[config.mk]
export PLATFORM = sky130hd
export DESIGN_NAME = seq_10110_framer_flat
export DESIGN_NICKNAME = d
export VERILOG_FILES = /design/src/rtl/seq_10110_framer_if.sv /design/src/rtl/seq_10110_framer.sv /design/src/flat_wrapper.sv
export SDC_FILE = /design/constraint.sdc
export NUM_CORES = 1
export LEC_CHECK = 0
export CAP_MARGIN = 40
export CORE_MARGIN = 2
export CORE_UTILIZATION = 40
export DETAILED_ROUTE_END_ITERATION = 6
export MAX_ROUTING_LAYER = met4
export PLACE_DENSITY = 0.72
export SYNTH_ARGS = -nofsm -noshare
export SYNTH_HDL_FRONTEND = slang
export SYNTH_SLANG_ARGS = --single-unit
[constraint.sdc]
create_clock -name clk -period 1.8 [get_ports clk]
set_input_delay 0.18 -clock clk [delete_from_list [all_inputs] [get_ports clk]]
set_output_delay 0.18 -clock clk [all_outputs]
set_load 0.05 [all_outputs]
[src/rtl/seq_10110_framer_if.sv]
// Word handshake plus serial-output bundle for seq_10110_framer.
// The master offers payload words; the slave is the framer itself.
interface seq_10110_framer_if #(
    parameter int DATA_W = 8
);
    logic [DATA_W-1:0] tx_data;
    logic              tx_valid;
    logic              tx_ready;
    logic              data_out;
    logic              frame_active;
    logic              stuff_flag;

    modport master (
        output tx_data, tx_valid,
        input  tx_ready, data_out, frame_active, stuff_flag
    );

    modport slave (
        input  tx_data, tx_valid,
        output tx_ready, data_out, frame_active, stuff_flag
    );
endinterface

[src/rtl/seq_10110_framer.sv]
// Serial framer: sync 10110, MSB-first payload, stuffing keeps 10110 unique to sync.
// Define TX_PARITY_EN to append an even-parity bit after the payload.
module seq_10110_framer #(
    parameter int DATA_W = 8,
    parameter int GAP    = 1
) (
    input  logic              clk,
    input  logic              rst,
    seq_10110_framer_if.slave bus
);
    typedef enum logic [2:0] {
        S_IDLE,
        S_SYNC,
        S_DATA,
        S_PAR,
        S_GAP
    } state_t;

    localparam int            CW        = 6;
    localparam logic [4:0]    SYNC_W    = 5'b10110;
    localparam logic [3:0]    HAZARD    = 4'b1011;
    localparam logic [CW-1:0] SYNC_LAST = CW'(4);
    localparam logic [CW-1:0] DATA_LAST = CW'(DATA_W - 1);
    localparam logic [CW-1:0] GAP_LAST  = CW'(GAP - 1);

    state_t            state_q;
    logic [CW-1:0]     cnt_q;
    logic [DATA_W-1:0] shift_q;
    logic [3:0]        hist_q;
    logic              dout_q;
    logic              act_q;
    logic              stuff_q;
`ifdef TX_PARITY_EN
    logic              par_q;
`endif

    logic              bit_d;
    logic              act_d;
    logic              stuff_d;
    logic              accept;
    logic              hazard;
    logic [2:0]        sync_idx;

    assign bus.tx_ready     = (state_q == S_IDLE);
    assign bus.data_out     = dout_q;
    assign bus.frame_active = act_q;
    assign bus.stuff_flag   = stuff_q;

    assign accept   = bus.tx_valid & bus.tx_ready;
    assign hazard   = (hist_q == HAZARD);
    assign sync_idx = 3'd4 - cnt_q[2:0];

    // Bit to drive next; a hazard history turns the pending bit into a stuffed 1.
    always_comb begin
        bit_d   = 1'b0;
        act_d   = 1'b0;
        stuff_d = 1'b0;
        unique case (state_q)
            S_SYNC: begin
                bit_d = SYNC_W[sync_idx];
                act_d = 1'b1;
            end
            S_DATA: begin
                act_d   = 1'b1;
                stuff_d = hazard;
                bit_d   = hazard | shift_q[DATA_W-1];
            end
`ifdef TX_PARITY_EN
            S_PAR: begin
                act_d   = 1'b1;
                stuff_d = hazard;
                bit_d   = hazard | par_q;
            end
`endif
            S_GAP: begin
                act_d   = hazard;
                stuff_d = hazard;
                bit_d   = hazard;
            end
            default: ;
        endcase
    end

    always_ff @(posedge clk or negedge rst) begin
        if (!rst) begin
            state_q <= S_IDLE;
            cnt_q   <= '0;
            shift_q <= '0;
            hist_q  <= '0;
            dout_q  <= 1'b0;
            act_q   <= 1'b0;
            stuff_q <= 1'b0;
`ifdef TX_PARITY_EN
            par_q   <= 1'b0;
`endif
        end else begin
            dout_q  <= bit_d;
            act_q   <= act_d;
            stuff_q <= stuff_d;
            hist_q  <= {hist_q[2:0], bit_d};
            unique case (state_q)
                S_IDLE: begin
                    if (accept) begin
                        state_q <= S_SYNC;
                        cnt_q   <= '0;
                        shift_q <= bus.tx_data;
`ifdef TX_PARITY_EN
                        par_q   <= ^bus.tx_data;
`endif
                    end
                end
                S_SYNC: begin
                    if (cnt_q == SYNC_LAST) begin
                        state_q <= S_DATA;
                        cnt_q   <= '0;
                    end else begin
                        cnt_q <= cnt_q + 1'b1;
                    end
                end
                S_DATA: begin
                    if (!hazard) begin
                        shift_q <= shift_q << 1;
                        if (cnt_q == DATA_LAST) begin
                            cnt_q <= '0;
`ifdef TX_PARITY_EN
                            state_q <= S_PAR;
`else
                            state_q <= S_GAP;
`endif
                        end else begin
                            cnt_q <= cnt_q + 1'b1;
                        end
                    end
                end
`ifdef TX_PARITY_EN
                S_PAR: begin
                    if (!hazard) begin
                        state_q <= S_GAP;
                        cnt_q   <= '0;
                    end
                end
`endif
                S_GAP: begin
                    if (!hazard) begin
                        if (cnt_q == GAP_LAST) begin
                            state_q <= S_IDLE;
                            cnt_q   <= '0;
                        end else begin
                            cnt_q <= cnt_q + 1'b1;
                        end
                    end
                end
                default: state_q <= S_IDLE;
            endcase
        end
    end
endmodule

[src/flat_wrapper.sv]
// flat-port wrapper written by rule: the top's interface ports become plain ports
module seq_10110_framer_flat 
#(
    parameter int DATA_W = 8,
    parameter int GAP    = 1
)
  (clk, rst, bus_tx_data, bus_tx_valid, bus_tx_ready, bus_data_out, bus_frame_active, bus_stuff_flag);
  seq_10110_framer_if #(.DATA_W(DATA_W)) bus_i ();
  input  logic clk;
  input  logic rst;
  input wire logic [$bits(bus_i.tx_data)-1:0] bus_tx_data;
  input wire logic [$bits(bus_i.tx_valid)-1:0] bus_tx_valid;
  output wire logic [$bits(bus_i.tx_ready)-1:0] bus_tx_ready;
  output wire logic [$bits(bus_i.data_out)-1:0] bus_data_out;
  output wire logic [$bits(bus_i.frame_active)-1:0] bus_frame_active;
  output wire logic [$bits(bus_i.stuff_flag)-1:0] bus_stuff_flag;
  assign bus_i.tx_data = bus_tx_data;
  assign bus_i.tx_valid = bus_tx_valid;
  assign bus_tx_ready = bus_i.tx_ready;
  assign bus_data_out = bus_i.data_out;
  assign bus_frame_active = bus_i.frame_active;
  assign bus_stuff_flag = bus_i.stuff_flag;
  seq_10110_framer #(.DATA_W(DATA_W), .GAP(GAP)) u_core (.clk(clk), .rst(rst), .bus(bus_i));
endmodule
### Yosys cells after proc, flatten, opt, wreduce, memory -nomap -nowiden

Memories as Yosys holds them, arrays and structs flattened.
Index checks and enable logic that the tools add are counted.

* register bits after elaboration: 24
* ROM bits: 8
* input bits: 11
* output and inout port bits: 4
* memories kept: 1

* add/sub/neg operators: 2
* magnitude comparators: 1
* eq/ne operators: 12
* muxes and demuxes: 21
* bitwise gates (word level): 2
* reduce and logical (&&, ||, !) cells: 9

Memories
* (name not given): depth 8, width 1, read ports 1, clocked after Yosys merged registers in 0, write ports 0, line seq_10110_framer.sv:60 `bit_d = SYNC_W[sync_idx];`

Operators by type and width (count)
* 6-bit two-way mux: 6
* 6-bit case mux with 4 select lines: 1
* 3-bit two-way mux: 6
* 8-bit two-way mux: 2
* 8-bit case mux with 2 select lines: 1
* 6-bit by 3-bit == test with 1-bit output, second input constant: 2
* 3-bit case mux with 4 select lines: 1
* 6-bit by 1-bit adder with 6-bit output, second input constant: 1
* 6-bit zero test: 1
* 2-bit by 1-bit inequality test with 1-bit output, second input constant: 3
* 2-bit inequality test, second input constant: 3
* 6-bit AND reduction: 1
* 4-bit == test, second input constant: 1
* 3-bit by 4-bit less-than comparator with 1-bit output, second input constant: 1
* 4-bit AND reduction: 1
* 4-bit nonzero test: 1
* 2-bit OR reduction: 2
* 3-bit by 1-bit == test with 1-bit output, second input constant: 1
* 3-bit by 2-bit == test with 1-bit output, second input constant: 1
* 3-bit == test, second input constant: 1
* 3-bit zero test: 1
* 1-bit case mux with 3 select lines: 1
* 3-bit AND reduction: 1
* 3-bit subtractor, first input constant: 1
* 5 further kinds: 6

### Longest topological paths before layout

Gate-level depths: netlist of run 1.

* depth in word-level cells: 4
* depth in mapped cells: 7
* gate-level depth less buffers: 7

### Least setup slack after synthesis of run 1

Ideal clock, no wire load.

* path kind: reg2out
* start point: reg u_core.state_q[0]
* end point: out bus_tx_ready
* arrival: 1776 ps
* required time: 1620 ps
* slack: -156 ps
* cell stages (with the launch flop): 3
* cells stage by stage: dfrtp_1 > clkbuf_1 > nor3_1

* word-level cells in the longest chain between the ends: 1

Ends and longest elaborated chain
* from (decl): line seq_10110_framer.sv:26 `state_t state_q;`
* from (signal assigned): line seq_10110_framer.sv:86 `state_q <= S_IDLE;`
* from (signal assigned): line seq_10110_framer.sv:104 `state_q <= S_SYNC;`
* from (signal assigned): line seq_10110_framer.sv:114 `state_q <= S_DATA;`
* 3-bit zero test: line seq_10110_framer.sv:44 `assign bus.tx_ready = (state_q == S_IDLE);`
* to (decl): line flat_wrapper.sv:13 `output wire logic [$bits(bus_i.tx_ready)-1:0] bus_tx_ready;`

Every way passes these cells.

### Final worst setup path of run 1

* start point: reg u_core.cnt_q[1]
* end point: reg u_core.cnt_q[4]

* word-level cells in the longest chain between the ends: 4
* elaborated cells between the ends (all ways): 10
* those cells by class: 1 x add/sub; 2 x eq/ne; 6 x mux; 1 x reduce/logical

Ends and longest elaborated chain
* from (decl): line seq_10110_framer.sv:27 `logic [CW-1:0] cnt_q;`
* from (signal assigned): line seq_10110_framer.sv:117 `cnt_q <= cnt_q + 1'b1;`
* from (signal assigned): line seq_10110_framer.sv:131 `cnt_q <= cnt_q + 1'b1;`
* from (signal assigned): line seq_10110_framer.sv:149 `cnt_q <= cnt_q + 1'b1;`
* 6-bit by 1-bit adder with 6-bit output, or another cell as far along: line seq_10110_framer.sv:117, seq_10110_framer.sv:131, seq_10110_framer.sv:149
* 6-bit two-way mux (on tied branches): line seq_10110_framer.sv:145, seq_10110_framer.sv:123
* 6-bit two-way mux (on tied branches): line seq_10110_framer.sv:144, seq_10110_framer.sv:121
* 6-bit case mux with 4 select lines *: line seq_10110_framer.sv:101 `unique case (state_q)`

Mark *: on every way between the ends. The rest lies on a longest branch, timed or not. The select of a mux whose other input is x is not followed.
A chain may end at the register's enable or synchronous reset.

==> results of run 1 <==
==> critical path, stage by stage (launching register included) <==
cell      delay, ps
dfrtp_1         410
inv_2            80
ha_4            120
or4b_4          480
o211ai_2        220
o311ai_4        170
a21oi_2         190
o22ai_2          90
==> layer usage <==
metal  vias up  share of wire, %  wire (um)  track usage [%]
met3         5               3.4         85             2.18
met5         -                 0          0                -
met1       497                46       1130             20.2
met4         0              0.65         16             5.84
met2        23                50       1240             26.1
li1        506                 -          -                -
==> layout make-up <==
class                   instances  area (um^2)
fillers                       260         1400
multi-input cells              92          654
flip-flops and latches         23          577
repair buffers                 28          255
well taps                      33         41.3
inverters                       7         26.3
clock buffers                   3         22.5
clock inverters                 1         5.00
==> how the worst min path moves through the flow <==
stage	from	endpoint	depth (start not counted)
after floorplan	rst	u_core.bus.frame_active	0
after global placement	u_core.hist_q[2]	u_core.hist_q[3]	0
after detailed placement	u_core.hist_q[2]	u_core.hist_q[3]	0
after CTS	rst	u_core.cnt_q[5]	2
after global routing	rst	u_core.cnt_q[3]	2
final	rst	u_core.cnt_q[2]	2
==> registers in the layout, indices dropped and copies added (netlist names) <==
signal,count
u_core.shift_q,8
u_core.cnt_q,6
u_core.hist_q,4
u_core.state_q,3
u_core.bus.frame_active,1
u_core.bus.stuff_flag,1
==> cell usage in the layout, fill, tap and decap left out, types with 3 or more instances in the layout <==
| cell type | netlist | routed |
|---|---|---|
| dfrtp_1 | 23 | 22 |
| o21ai_0 | 3 | 3 |
| a21oi_1 | 15 | 13 |
| nor3b_1 | 3 | 3 |
| clkbuf_4 | 0 | 3 |
| nor2_1 | 14 | 14 |
| mux2i_1 | 7 | 7 |
| nand2b_1 | 3 | 3 |
| inv_1 | 7 | 5 |
| nand3_1 | 4 | 4 |
| nand2_1 | 11 | 11 |
| buf_4 | 0 | 14 |
| nand3b_1 | 3 | 3 |
| clkdlybuf4s50_1 | 0 | 13 |
==> logic make-up after synthesis <==
family                   after synthesis  synth area share (%)
buffers and inverters                 13                  4.38
flip-flops                            23                  46.9
adder cells (fa/ha/maj)                2                  2.04
AND/OR/NAND/NOR                       48                  20.5
AO/OA/AOI/OAI                         31                  17.4
multiplexers                           8                  6.63
XOR/XNOR                               3                  2.14
==> what timing repair did <==
| action | CTS | global route |
|---|---|---|
| resized for setup | 2 | 9 |
| setup buffers | 0 | 1 |
| hold buffers | 0 | 0 |
| pin swaps | 3 | 4 |
| endpoints found under the setup margin | 4 | 5 |
==> through the flow <==
stage	setup WS (ps)	power, mW	hold slack (ps)
global route	-133	2.64	219
detailed placement	-36.2	2.07	388
floorplan	-28.3	1.68	-116
finish	-65.7	2.45	198
CTS	-47.5	2.35	202
global placement	30.5	2.02	370
==> power by group through the flow <==
stage / sequential, mW / combinational, mW / clock (mW)
floorplan: 0.912 / 0.764 / 0
global placement: 0.852 / 1.17 / 0
detailed placement: 0.867 / 1.21 / 0
CTS: 0.860 / 1.24 / 0.251
global route: 0.893 / 1.48 / 0.267
finish: 0.862 / 1.35 / 0.240
==> synthesized netlist by cell type, drive strengths merged (4+ instances only) <==
cell type / number / area, um^2
inv: 7 / 26.3
buf: 4 / 20.0
dfrtp: 23 / 576
a21oi: 15 / 75.1
o21ai: 5 / 25.0
mux2i: 7 / 70.1
nand3: 4 / 20.0
nand2: 12 / 47.6
nor2: 14 / 52.6
==> run summary, run 1 <==
Synth Cell Area -> 1230 um^2
Max clock buf depth -> 2
Synth Area per Inst -> 9.59 um^2
Setup crit end kind -> flip-flop
vias per inst -> 5.51
Post-Layout Inst Area -> 1580 um^2
VDD IR max -> 0.000628 V
H-tree Lvls -> 1
global-route wire length before repair -> 4190 um
setup TNS -> -140 ps
clock root cell -> clkbuf_4
routability cong. -> 0.830
worst-margin pin slew -> 492 ps
Area Growth Syn to Fin -> 28.8%
PwrDens -> 1550 nW/um^2
Synth Warn # -> 0
WP data required -> 2010 ps
combinational power share -> 55.0%
initial core utilization -> 41.2%
Most used DFF post-synth -> dfrtp_1
Final #Nets -> 168
worst r2r path cells -> 7
Reg power frac -> 35.2%
final cell count without fillers -> 187
drt wl/cell -> 13.2 um
Fmax achieved -> 0.536 GHz
Min-Delay Path Class -> input pin to asynchronous set/reset pin
Final ANT Viol Nets -> 0
fraction of registers with async set/reset -> 100%
crit-path max FO -> 5
fin worst setup slack -> -65.7 ps
Worst Setup EP -> u_core.cnt_q[4]
initial antenna violation count -> 0
Final HPWL DP -> 1870 um
Global Route Usage Sum -> 16.0%
# placed instances -> 182
I/O Buffers -> 14
CTS tree -> yes
largest net degree at the start of global routing -> 24
Seq cells post-synth -> 23
Worst-Skew Late Latency -> 310 ps
fin. max-slew vios -> 0
# DRC -> 0
die footprint -> 3530 um^2
TritonCTS Buffers -> 3
Detailed Route Iter0 Violations -> 56
period utilization -> 104%
Die Y -> 59.4 um
Syn Nets -> 141
crit path launch type -> flip-flop
outcome -> complete, but fails checks
CP Class -> flip-flop to flip-flop
Sw Ratio -> 41.9%
Final setup viols -> 3
Die Wd -> 59.4 um
antenna cells -> 0
Final Skew -> 2.52 ps
final wirelength -> 2470 um
Synth Instances -> 128
end of the worst register-to-register path -> u_core.cnt_q[4]
unrepaired setup endpoints after global routing -> yes
vias in the first global route -> 979
dpl cell area -> 1500 um^2
r2r startpoint -> u_core.cnt_q[1]
part of the power in the clock network -> 9.8%
Synth cell types -> 35
Final Util -> 53.1%
Crit path arrival time -> 2080 ps
Tmin final -> 1870 ps
failing checks -> setup timing
relative slew slack -> 67.1%
layout cells sized above 1 -> 23.4%
IO Count -> 15
clk slew on worst S/H paths -> 130 ps
Cell Rows -> 20
total iterations of the first detailed-routing run -> 6
Core ar. -> 2980 um^2
Hold Fails Final Rpt -> 0
routed via count -> 1031
Pleak -> 0.629 nW
post-synthesis sequential area ratio -> 46.9%
NetSw -> 1.03 mW
total grt overflow -> 0
Worst Setup SP -> u_core.cnt_q[1]
Internal -> 1.42 mW
Post-synth EDFFs -> 0
max cap viols -> 0
# clock sinks -> 23
R2R Setup Slk -> -70 ps
Power figures use the tool's default switching activity.
==> run 2, diff against run 1 <==
GPL_TIMING_DRIVEN = 0   (was not set)
SETUP_SLACK_MARGIN = 0.05   (was not set)
clock period = 1.6 ns   (was 1.8 ns; I/O delays follow)
==> run summary, run 2 (same netlist as run 1, synthesis figures left out) <==
# DRC -> 0
clock root cell -> clkbuf_4
vias per inst -> 5.57
Detailed Route Iter0 Violations -> 66
H-tree Lvls -> 1
Global Route Usage Sum -> 17.6%
part of the power in the clock network -> 9.2%
Final setup viols -> 7
Reg power frac -> 33.6%
Fmax achieved -> 0.520 GHz
most common cell after layout, fill and taps aside -> dfrtp_1
Die Y -> 59.4 um
total grt overflow -> 0
Internal -> 1.76 mW
Final HPWL DP -> 1900 um
Final ANT Viol Nets -> 0
outcome -> complete, but fails checks
unrepaired setup endpoints after global routing -> yes
# placed instances -> 176
final cell count without fillers -> 192
TritonCTS Buffers -> 3
WP data required -> 1820 ps
Largest Register -> u_core.shift_q
period utilization -> 120%
setup TNS -> -1630 ps
most frequent cells in the layout -> dfrtp_1, buf_4, nand2_1
drt wl/cell -> 15.4 um
vias in the first global route -> 1013
fin. max-slew vios -> 0
Worst-Skew Late Latency -> 320 ps
Hold Fails Final Rpt -> 0
Die Wd -> 59.4 um
max cap viols -> 0
clk slew on worst S/H paths -> 140 ps
Final Skew -> 3.93 ps
failing checks -> setup timing
Fill cells -> 265
number of flip-flops under the largest register name -> 8
routed via count -> 1069
Sw Ratio -> 43.4%
Core ar. -> 2980 um^2
die footprint -> 3530 um^2
crit path launch type -> flip-flop
crit-path max FO -> 5
antenna cells -> 0
PwrDens -> 1760 nW/um^2
layout cells sized above 1 -> 38.4%
Final #Nets -> 173
Cell Rows -> 20
CP Class -> flip-flop to flip-flop
combinational power share -> 57.3%
fin worst setup slack -> -324 ps
Max clock buf depth -> 2
Crit path arrival time -> 2150 ps
NetSw -> 1.35 mW
Setup crit end kind -> flip-flop
largest net degree at the start of global routing -> 17
global-route wire length before repair -> 4570 um
CTS tree -> yes
# clock sinks -> 23
initial core utilization -> 41.2%
I/O Buffers -> 14
Largest regs -> u_core.shift_q (8), u_core.cnt_q (6), u_core.hist_q (4)
Min-Delay Path Class -> input pin to asynchronous set/reset pin
total iterations of the first detailed-routing run -> 4
relative slew slack -> 67.3%
Pleak -> 0.673 nW
Tmin final -> 1920 ps
worst-margin pin slew -> 491 ps
R2R Setup Slk -> -320 ps
cts hold-fix bufs -> 0
initial antenna violation count -> 0
VDD IR max -> 0.000835 V
Area Growth Syn to Fin -> 43.4%
IO Count -> 15
final wirelength -> 2960 um
routability cong. -> 0.820
run 2: final cells by class:
cell class              count  area [um^2]  share of cell area [%]
plain buffers               5         45.0                    2.56
clock inverters             1         7.51                   0.426
flip-flops and latches     23          581                    33.0
multi-input cells          92          771                    43.8
repair buffers             28          267                    15.1
inverters                   7         26.3                    1.49
well taps                  33         41.3                    2.35
clock buffers               3         22.5                    1.28
run 2: power groups by stage:
stage,combinational (mW),clock (mW),sequential (mW)
after floorplan,0.910,0,1.03
after global placement,1.22,0,0.971
after detailed placement,1.27,0,0.995
after CTS,1.50,0.299,1.01
after global routing,1.91,0.331,1.06
final,1.78,0.284,1.04
run 2: metrics by stage:
stage                     cell area, um^2  power (mW)  util, %  setup WS (ps)  hold WS, ps
after global placement               1450        2.19     48.6           -348          369
final                                1760        3.10     59.1           -324          137
after detailed placement             1480        2.26     49.5           -397          379
after floorplan                      1270        1.94        -           -227         -136
after CTS                            1620        2.80     54.3           -333          149
after global routing                 1760        3.31     59.1           -363          152
run 2: worst max-delay path: stages (launching register included):
cell and delay (ps):
dfrtp_2 460, inv_2 70, ha_4 120, or4b_4 520
o211ai_4 210, o311ai_4 170, a21oi_1 190, o22ai_1 90
run 2: repair_timing:
action / 4_1_cts / 5_1_grt
setup buffers: 7 / 5
endpoints found under the setup margin: 20 / 18
pin swaps: 11 / 13
resized for setup: 29 / 25
gates cloned: 1 / 0
run 2: path summary, 6_finish.rpt:
check,cells after the start,start,end
worst max-delay path,7,u_core.cnt_q[0],u_core.cnt_q[4]
worst min-delay path,1,rst,u_core.cnt_q[3]
worst max register to register,7,u_core.cnt_q[0],u_core.cnt_q[4]
worst min register to register,0,u_core.hist_q[2],u_core.hist_q[3]
max in group asynchronous,2,rst,u_core.hist_q[0]
min in group clk,3,bus_tx_data[0],u_core.shift_q[0]
run 2: metal layers:
metal	part of all wire [%]	up-vias	GRT usage (%)
met3	4.8	2	4.59
met5	0	-	-
li1	-	513	-
met2	54	22	30.8
met1	41	532	20.6
met4	0.40	0	2.92
==> run 3, diff against run 2 <==
REMOVE_ABC_BUFFERS = 1   (was not set)
==> run summary, run 3 (same netlist as run 1, synthesis figures left out) <==
Fmax achieved -> 0.527 GHz
vias per inst -> 5.47
unrepaired setup endpoints after global routing -> yes
Cell Rows -> 20
CP max stage cell -> or4b_4
number of flip-flops under the largest register name -> 8
Die Wd -> 59.4 um
dpl cell area -> 1410 um^2
Reg power frac -> 36.0%
most common cell after layout, fill and taps aside -> dfrtp_1
CP Class -> flip-flop to flip-flop
Final Skew -> 0.508 ps
Largest Register -> u_core.shift_q
H-tree Lvls -> 1
post-place setup slack -> -655 ps
final cell count without fillers -> 194
period utilization -> 119%
Final HPWL DP -> 1730 um
routed via count -> 1062
outcome -> complete, but fails checks
Crit path arrival time -> 2110 ps
WP buf/inv -> 1
fin. max-slew vios -> 0
Post-Layout Inst Area -> 1750 um^2
fin worst setup slack -> -296 ps
combinational power share -> 54.4%
initial antenna violation count -> 0
drt wl/cell -> 14.9 um
clk slew on worst S/H paths -> 130 ps
Max clock buf depth -> 2
largest net degree at the start of global routing -> 18
WHS -> 127 ps
routability cong. -> 0.845
Core ar. -> 2980 um^2
PwrDens -> 1680 nW/um^2
CTS tree -> yes
Final Power -> 2.93 mW
global-route wire length before repair -> 4600 um
layout cells sized above 1 -> 36.6%
# placed instances -> 170
crit path launch type -> flip-flop
TritonCTS Buffers -> 3
Sw Ratio -> 42.9%
Final setup viols -> 7
# DRC -> 0
VDD IR max -> 0.000869 V
final wirelength -> 2900 um
Final #Nets -> 175
Die Y -> 59.4 um
total iterations of the first detailed-routing run -> 4
clock root cell -> clkbuf_4
CP delay by family, top -> compound AO/OA/AOI/OAI gates
worst path cell trace -> inv_2, ha_4, or4b_4, o211ai_4, o311ai_4, a21oi_2, o22ai_1
# clock sinks -> 23
Worst-Skew Late Latency -> 310 ps
Area Growth Syn to Fin -> 42.4%
die footprint -> 3530 um^2
I/O Buffers -> 14
Setup crit end kind -> flip-flop
Tmin final -> 1900 ps
vias in the first global route -> 1005
Detailed Route Iter0 Violations -> 27
crit-path max FO -> 5
Min-Delay Path Class -> input pin to asynchronous set/reset pin
part of the power in the clock network -> 9.5%
CP peak stage delay -> 500 ps
antenna cells -> 0
Global Route Usage Sum -> 17.6%
IO Count -> 15
worst-margin pin slew -> 489 ps
total grt overflow -> 0
Hold Fails Final Rpt -> 0
Final ANT Viol Nets -> 0
initial core utilization -> 41.2%
Largest regs -> u_core.shift_q (8), u_core.cnt_q (6), u_core.hist_q (4)
NetSw -> 1.26 mW
cts hold-fix bufs -> 0
WP data required -> 1810 ps
most frequent cells in the layout -> dfrtp_1, buf_4, nand2_1
max cap viols -> 0
Internal -> 1.67 mW
relative slew slack -> 67.5%
Pleak -> 0.687 nW
failing checks -> setup timing
[run 3: cell types whose count changed in the layout (fill, tap and decap cells not counted), moves of 2 or more]
cell | previous run | this run
a21oi_1 | 6 | 10
a21oi_2 | 9 | 5
buf_4 | 14 | 16
mux2i_1 | 7 | 5
nor2_1 | 6 | 8
nor2_2 | 2 | 4
nor2_4 | 6 | 2
[run 3: repair_timing]
action                     4_1_cts  5_1_grt
setup endpoints to repair       20       17
cloned                           0        2
resized for setup               25       27
pin swaps                        9        9
setup buffers                    8       10
[run 3: power groups by stage]
stage | Combinational, mW | Clock, mW | Sequential [mW]
final | 1.59 | 0.279 | 1.06
after detailed placement | 1.10 | 0 | 1.06
after CTS | 1.33 | 0.289 | 1.03
after global placement | 1.07 | 0 | 1.03
after floorplan | 0.774 | 0 | 1.08
after global routing | 1.76 | 0.309 | 1.09
[run 3: worst paths after layout]
path                                endpoint  cells past startpoint              from  slack [ps]
max                          u_core.cnt_q[4]                      7   u_core.cnt_q[1]        -300
min reg2reg                 u_core.hist_q[3]                      0  u_core.hist_q[2]         410
min in group clk           u_core.shift_q[0]                      3    bus_tx_data[0]         400
min                          u_core.cnt_q[0]                      1               rst         130
max in group asynchronous  u_core.state_q[2]                      2               rst        1040
max reg2reg                  u_core.cnt_q[4]                      7   u_core.cnt_q[1]        -300
[run 3: final cells by class]
cell class	instances	area, um^2
clock buffer	3	22.5
multi-input combinational	92	737
sequential	23	583
fill	251	1230
clock inverter	1	5.00
inverter	7	26.3
tap	33	41.3
timing repair buffer	35	333
[run 3: per-stage QoR]
stage / setup TNS (ps) / utilization (%)
after floorplan: -7240 / -
after global placement: -12860 / 46.4
after detailed placement: -6180 / 47.5
after CTS: -1490 / 52.1
after global routing: -2230 / 58.7
final: -1480 / 58.7
[run 3: per-layer routing]
layer,up-vias,wire length [um],track usage (%)
met5,-,0,-
met1,519,1170,20.9
met4,0,9,2.92
met2,22,1600,30.8
li1,519,-,-
met3,2,122,3.93
